--- config.mk ---
export PLATFORM = sky130hd
export DESIGN_NAME = fetch_unit
export DESIGN_NICKNAME = d
export VERILOG_FILES = /design/src/rtl/mips_pkg.sv /design/src/rtl/fetch_skid.sv /design/src/rtl/fetch_unit.sv
export SDC_FILE = /design/constraint.sdc
export NUM_CORES = 1
export LEC_CHECK = 0
export CAP_MARGIN = 20
export CORE_UTILIZATION = 30
export CTS_CLUSTER_DIAMETER = 50
export CTS_CLUSTER_SIZE = 28
export DETAILED_ROUTE_END_ITERATION = 16
export PLACE_DENSITY = 0.56
export SYNTH_ARGS = -nofsm -noshare
export SYNTH_HDL_FRONTEND = slang
export SYNTH_HIERARCHICAL = 1
export SYNTH_SLANG_ARGS = --single-unit
export TNS_END_PERCENT = 5
--- constraint.sdc ---
create_clock -name clk -period 13.1 [get_ports clk]
set_input_delay 2.62 -clock clk [delete_from_list [all_inputs] [get_ports clk]]
set_output_delay 2.62 -clock clk [all_outputs]
set_load 0.03 [all_outputs]
--- src/rtl/mips_pkg.sv ---
// mips_pkg: shared MIPS encodings, jump-select codes and fetch state type
package mips_pkg;
    localparam logic [5:0] OP_RTYPE = 6'h00;
    localparam logic [5:0] OP_J     = 6'h02;
    localparam logic [5:0] OP_JAL   = 6'h03;
    localparam logic [5:0] OP_BEQ   = 6'h04;
    localparam logic [5:0] OP_BNE   = 6'h05;
    localparam logic [5:0] OP_ADDI  = 6'h08;
    localparam logic [5:0] OP_LUI   = 6'h0F;
    localparam logic [5:0] OP_LW    = 6'h23;
    localparam logic [5:0] OP_SW    = 6'h2B;
    localparam logic [5:0] FN_JR    = 6'h08;
    localparam logic [5:0] FN_JALR  = 6'h09;
    localparam logic [5:0] FN_ADD   = 6'h20;
    localparam logic [5:0] FN_SUB   = 6'h22;
    localparam logic [1:0] JMP_SEQ  = 2'b00;
    localparam logic [1:0] JMP_J    = 2'b01;
    localparam logic [1:0] JMP_JR   = 2'b10;
    localparam logic [31:0] NOP_WORD = 32'h0000_0000;
    typedef enum logic [1:0] {FS_REQ, FS_HOLD, FS_DRAIN} fetch_state_e;
endpackage

--- src/rtl/fetch_skid.sv ---
// fetch_skid: one-entry buffer for a word returned while IF/ID is stalled
module fetch_skid (
    input  logic        clk,
    input  logic        rst,
    input  logic        push,
    input  logic        pop,
    input  logic        clr,
    input  logic [31:0] wr_instr,
    input  logic [31:0] wr_pc4,
    output logic        valid,
    output logic [31:0] instr,
    output logic [31:0] pc4
);
    always_ff @(posedge clk) begin
        if (rst || clr) valid <= 1'b0;
        else if (push) valid <= 1'b1;
        else if (pop) valid <= 1'b0;
        if (push) begin
            instr <= wr_instr;
            pc4 <= wr_pc4;
        end
    end
endmodule

--- src/rtl/fetch_unit.sv ---
// fetch_unit: IF stage with redirect-aware fetch FSM and skid buffer
module fetch_unit
    import mips_pkg::*;
#(
    parameter logic [31:0] RESET_PC = 32'h0000_0000
) (
    input  logic        clk,
    input  logic        rst,
    output logic        imem_req,
    output logic [31:0] imem_addr,
    input  logic        imem_ack,
    input  logic [31:0] imem_rdata,
    input  logic        stall,
    input  logic [1:0]  jmp,
    input  logic        flush,
    input  logic [31:0] jr_target,
    input  logic        branch_taken,
    input  logic [31:0] branch_target,
    output logic [31:0] if_id_instr,
    output logic [31:0] if_id_pc4,
    output logic        if_id_valid,
    output logic [5:0]  opcode,
    output logic [5:0]  func
);
    fetch_state_e state;
    logic [31:0] pc, pc_next4, target, skid_instr, skid_pc4;
    logic redirect, skid_valid, push, pop;
    assign pc_next4 = pc + 32'd4;
    assign redirect = branch_taken || (flush && (jmp == JMP_J || jmp == JMP_JR));
    assign target = branch_taken ? branch_target :
                    (flush && jmp == JMP_JR) ? jr_target :
                    {if_id_pc4[31:28], if_id_instr[25:0], 2'b00};
    assign imem_req = state == FS_REQ && !rst;
    assign imem_addr = pc;
    assign opcode = if_id_instr[31:26];
    assign func = if_id_instr[5:0];
    assign push = state == FS_REQ && imem_ack && stall && !redirect;
    assign pop = state == FS_HOLD && !stall && !redirect && skid_valid;
    fetch_skid u_skid (
        .clk(clk),
        .rst(rst),
        .push(push),
        .pop(pop),
        .clr(redirect),
        .wr_instr(imem_rdata),
        .wr_pc4(pc_next4),
        .valid(skid_valid),
        .instr(skid_instr),
        .pc4(skid_pc4)
    );
    always_ff @(posedge clk) begin
        if (rst) begin
            pc <= RESET_PC;
            state <= FS_REQ;
            if_id_instr <= NOP_WORD;
            if_id_pc4 <= '0;
            if_id_valid <= 1'b0;
        end else if (redirect) begin
            pc <= target;
            if_id_instr <= NOP_WORD;
            if_id_pc4 <= '0;
            if_id_valid <= 1'b0;
            // an unanswered request must be drained before fetching the target
            state <= (state != FS_HOLD && !imem_ack) ? FS_DRAIN : FS_REQ;
        end else begin
            case (state)
                FS_REQ:
                    if (imem_ack && !stall) begin
                        if_id_instr <= imem_rdata;
                        if_id_pc4 <= pc_next4;
                        if_id_valid <= 1'b1;
                        pc <= pc_next4;
                    end else if (imem_ack) state <= FS_HOLD;
                    else if (!stall) begin
                        if_id_instr <= NOP_WORD;
                        if_id_valid <= 1'b0;
                    end
                FS_HOLD:
                    if (pop) begin
                        if_id_instr <= skid_instr;
                        if_id_pc4 <= skid_pc4;
                        if_id_valid <= skid_valid;
                        pc <= pc_next4;
                        state <= FS_REQ;
                    end
                FS_DRAIN: if (imem_ack) state <= FS_REQ;
                default: state <= FS_REQ;
            endcase
        end
    end
endmodule

==> results_dict.tcl <==
set metrics [dict create \
    fmax_mhz 148.0 \
    fin_crit_sh_pct 51.58 \
    avgRoutedWirePerCell_um 19.76 \
    placed_cell_area_sq_mm 0.01017 \
    synth_area_leaders "dfxtp_1 26%, edfxtp_1 24%, a211oi_1 4.5%" \
    cts_buffers 17 \
    die_h_um 163.8 \
    finClkSkew_ns 0.01322 \
    detail-route-antenna-nets 0 \
    leakage_nw 3.643 \
    stdcell_area_sq_mm 0.01076 \
    grt_max_degree 63 \
    yosys_most_used_dff "dfxtp_1" \
    fp-row-count 58 \
    critPathMaxFanout 41 \
    setup_tns_ns 0 \
    viasPerCell 5.143 \
    vias 6634 \
    dp_hpwl_um 18400 \
    startpoint_type "input pin" \
    critPathKind "in -> out" \
    synth_top_area_share_pct 25.51 \
    pwr-share-clk_pct 40.1 \
    synth_top_area_cell "dfxtp_1" \
    holdWs_ns 0.4507 \
    power_frac_comb_pct 14.9 \
    portBuffers 213 \
    stdcell_count 1290 \
    hold_buffers 0 \
    insertion_delay_ns 0.44 \
    globalplace.congestion 0.8360 \
    dieWidth_um 163.8 \
    synthArstFlopShare_pct 0 \
    layout_common_cells "213 x clkdlybuf4s50_1, 100 x dfxtp_1, 72 x nor2_1" \
    grt_pass1_vias 6439 \
    avgSynthCellArea_sq_um 10.05 \
    setup_viol 0 \
    grt_pass1_wl_um 38850 \
    syn_inst 781 \
    dr.first_iter.drc_count 468 \
    p_sw_share_pct 28.09 \
    synth_nets 887 \
    cap_violations 0 \
    power_frac_seq_pct 45.0 \
    yosysWarningCount 6 \
    vdd_ir_drop_max_uv 70.65 \
    slew_headroom_pct 35.94 \
    synth-edff-count 64 \
    cp-end-kind "primary output" \
    worstMarginPinSlew_ns 0.9575 \
    routed_wl_um 25490 \
    fin_crit_ns 6.756 \
    diodes 0 \
    clock_sinks 164 \
    die_area_sq_mm 0.02681 \
    timing.final.max_slew_violations 0 \
    cts_resized 0 \
    min_path_type "reg -> reg" \
    area_growth_pct 37.11 \
    dp.cells 1258 \
    cp.arrival_ns 4.14 \
    start_util_pct 30.90 \
    fin_nets 1053 \
    core_sq_mm 0.02540 \
    dr.pass1.iters 5 \
    drive_above_1_share_pct 9.583 \
    tritoncts "built" \
    h-tree-depth 4 \
    grt_usage_pct 19.40 \
    cts_setup_buffers 0 \
    root_buffer "clkbuf_16" \
    power_density_mw_per_mm2 119.0 \
    cp.required_ns 10.48 \
    status "finished, final reports clean" \
    rsz0062_at_grt "false" \
    syn_area_sq_mm 0.007849 \
    drcViolationCount 0 \
    yosysSeqAreaShare_pct 49.99 \
    ys_types 64 \
    ys_ff_latch 164 \
    finalHoldViolCount 0 \
    clk_pin_slew_worst_paths_ns 0.07 \
    p_sw_mw 0.3597 \
    final_common_cell "clkdlybuf4s50_1" \
    antenna_found_initial 5 \
    overflow 0 \
    io_pins 214 \
    clk_path_buf_depth 2 \
    internal_power_mw 0.9207 \
]
==> flip-flops by register name, indices dropped and copies added, names as in the netlist <==
register and count:
if_id_instr 32, if_id_pc4 32, if_id_valid 1, imem_addr 32, state 2, u_skid/instr 32, u_skid/pc4 32, u_skid/valid 1
==> stage by stage <==
step / power (mW) / worst slack (ns) / util (%)
2_1_floorplan: 0.6859 / 2.692 / -
3_3_place_gp: 0.7773 / 6.311 / 40.03
3_5_place_dp: 0.7791 / 6.319 / 40.03
4_1_cts: 1.292 / 6.316 / 42.37
5_1_grt: 1.330 / 6.282 / 42.37
6_report: 1.280 / 6.344 / 42.37
==> routing by layer <==
layer / part of all wire [%] / track usage (%) / vias to the layer above / wire length [um]
met5: 0.25 / 0 / - / 63
met4: 1.7 / 5.513 / 10 / 435
met3: 6.5 / 5.581 / 35 / 1648
met2: 46 / 29.87 / 208 / 11650
met1: 46 / 26.29 / 3144 / 11690
li1: - / - / 3237 / -
==> kinds of logic after synthesis <==
| logic type | count (synthesis) | synth area share [%] |
|---|---|---|
| muxes | 30 | 3.969 |
| AOI/OAI and AO/OA | 199 | 18.38 |
| xor gates and xnor gates | 47 | 5.245 |
| and+or+nand+nor | 247 | 16.66 |
| DFF | 164 | 49.99 |
| buffers and inverters | 91 | 5.308 |
| adders and majority gates | 3 | 0.4463 |
==> cell type report <==
| type | count | area (sq um) |
|---|---|---|
| Clock inverter | 15 | 168.9 |
| Fill cell | 2515 | 14640 |
| Multi-Input combinational cell | 526 | 3548 |
| Tap cell | 330 | 412.9 |
| Sequential cell | 164 | 3924 |
| Timing Repair Buffer | 228 | 2245 |
| Clock buffer | 17 | 425.4 |
| Inverter | 10 | 37.54 |
==> Yosys cell counts, drive strengths merged, types with 16 or more instances <==
master / n
a211oi: 47
a21oi: 20
a22oi: 44
buf: 41
clkbuf: 40
dfxtp: 100
edfxtp: 64
mux2i: 21
nand2: 45
nand3: 44
nand4: 20
nor2: 74
nor3: 16
o21ai: 21
xnor2: 22
xor2: 25
==> worst paths after layout <==
path	cells after the start	start	slack, ns	to
worst max-delay path	4	rst	6.34	imem_req
worst min-delay path	2	if_id_pc4[5]	0.45	if_id_pc4[5]
worst max register to register	6	state[0]	10.54	imem_addr[31]
worst min register to register	2	if_id_pc4[5]	0.45	if_id_pc4[5]
==> worst max-delay path, cell delays in order <==
cell and delay [ns]:
clkdlybuf4s50_1 0.40, buf_4 0.25, nor3_1 0.17, clkdlybuf4s50_1 0.69
==> power groups by stage <==
stage / logic [mW] / clock network (mW) / registers, mW
global placement: 0.190 / 0 / 0.587
detailed placement: 0.192 / 0 / 0.587
floorplan: 0.0835 / 0 / 0.602
CTS: 0.193 / 0.523 / 0.576
finish: 0.191 / 0.514 / 0.576
global route: 0.206 / 0.545 / 0.578
Note: power is estimated with default switching activity, not from simulation.
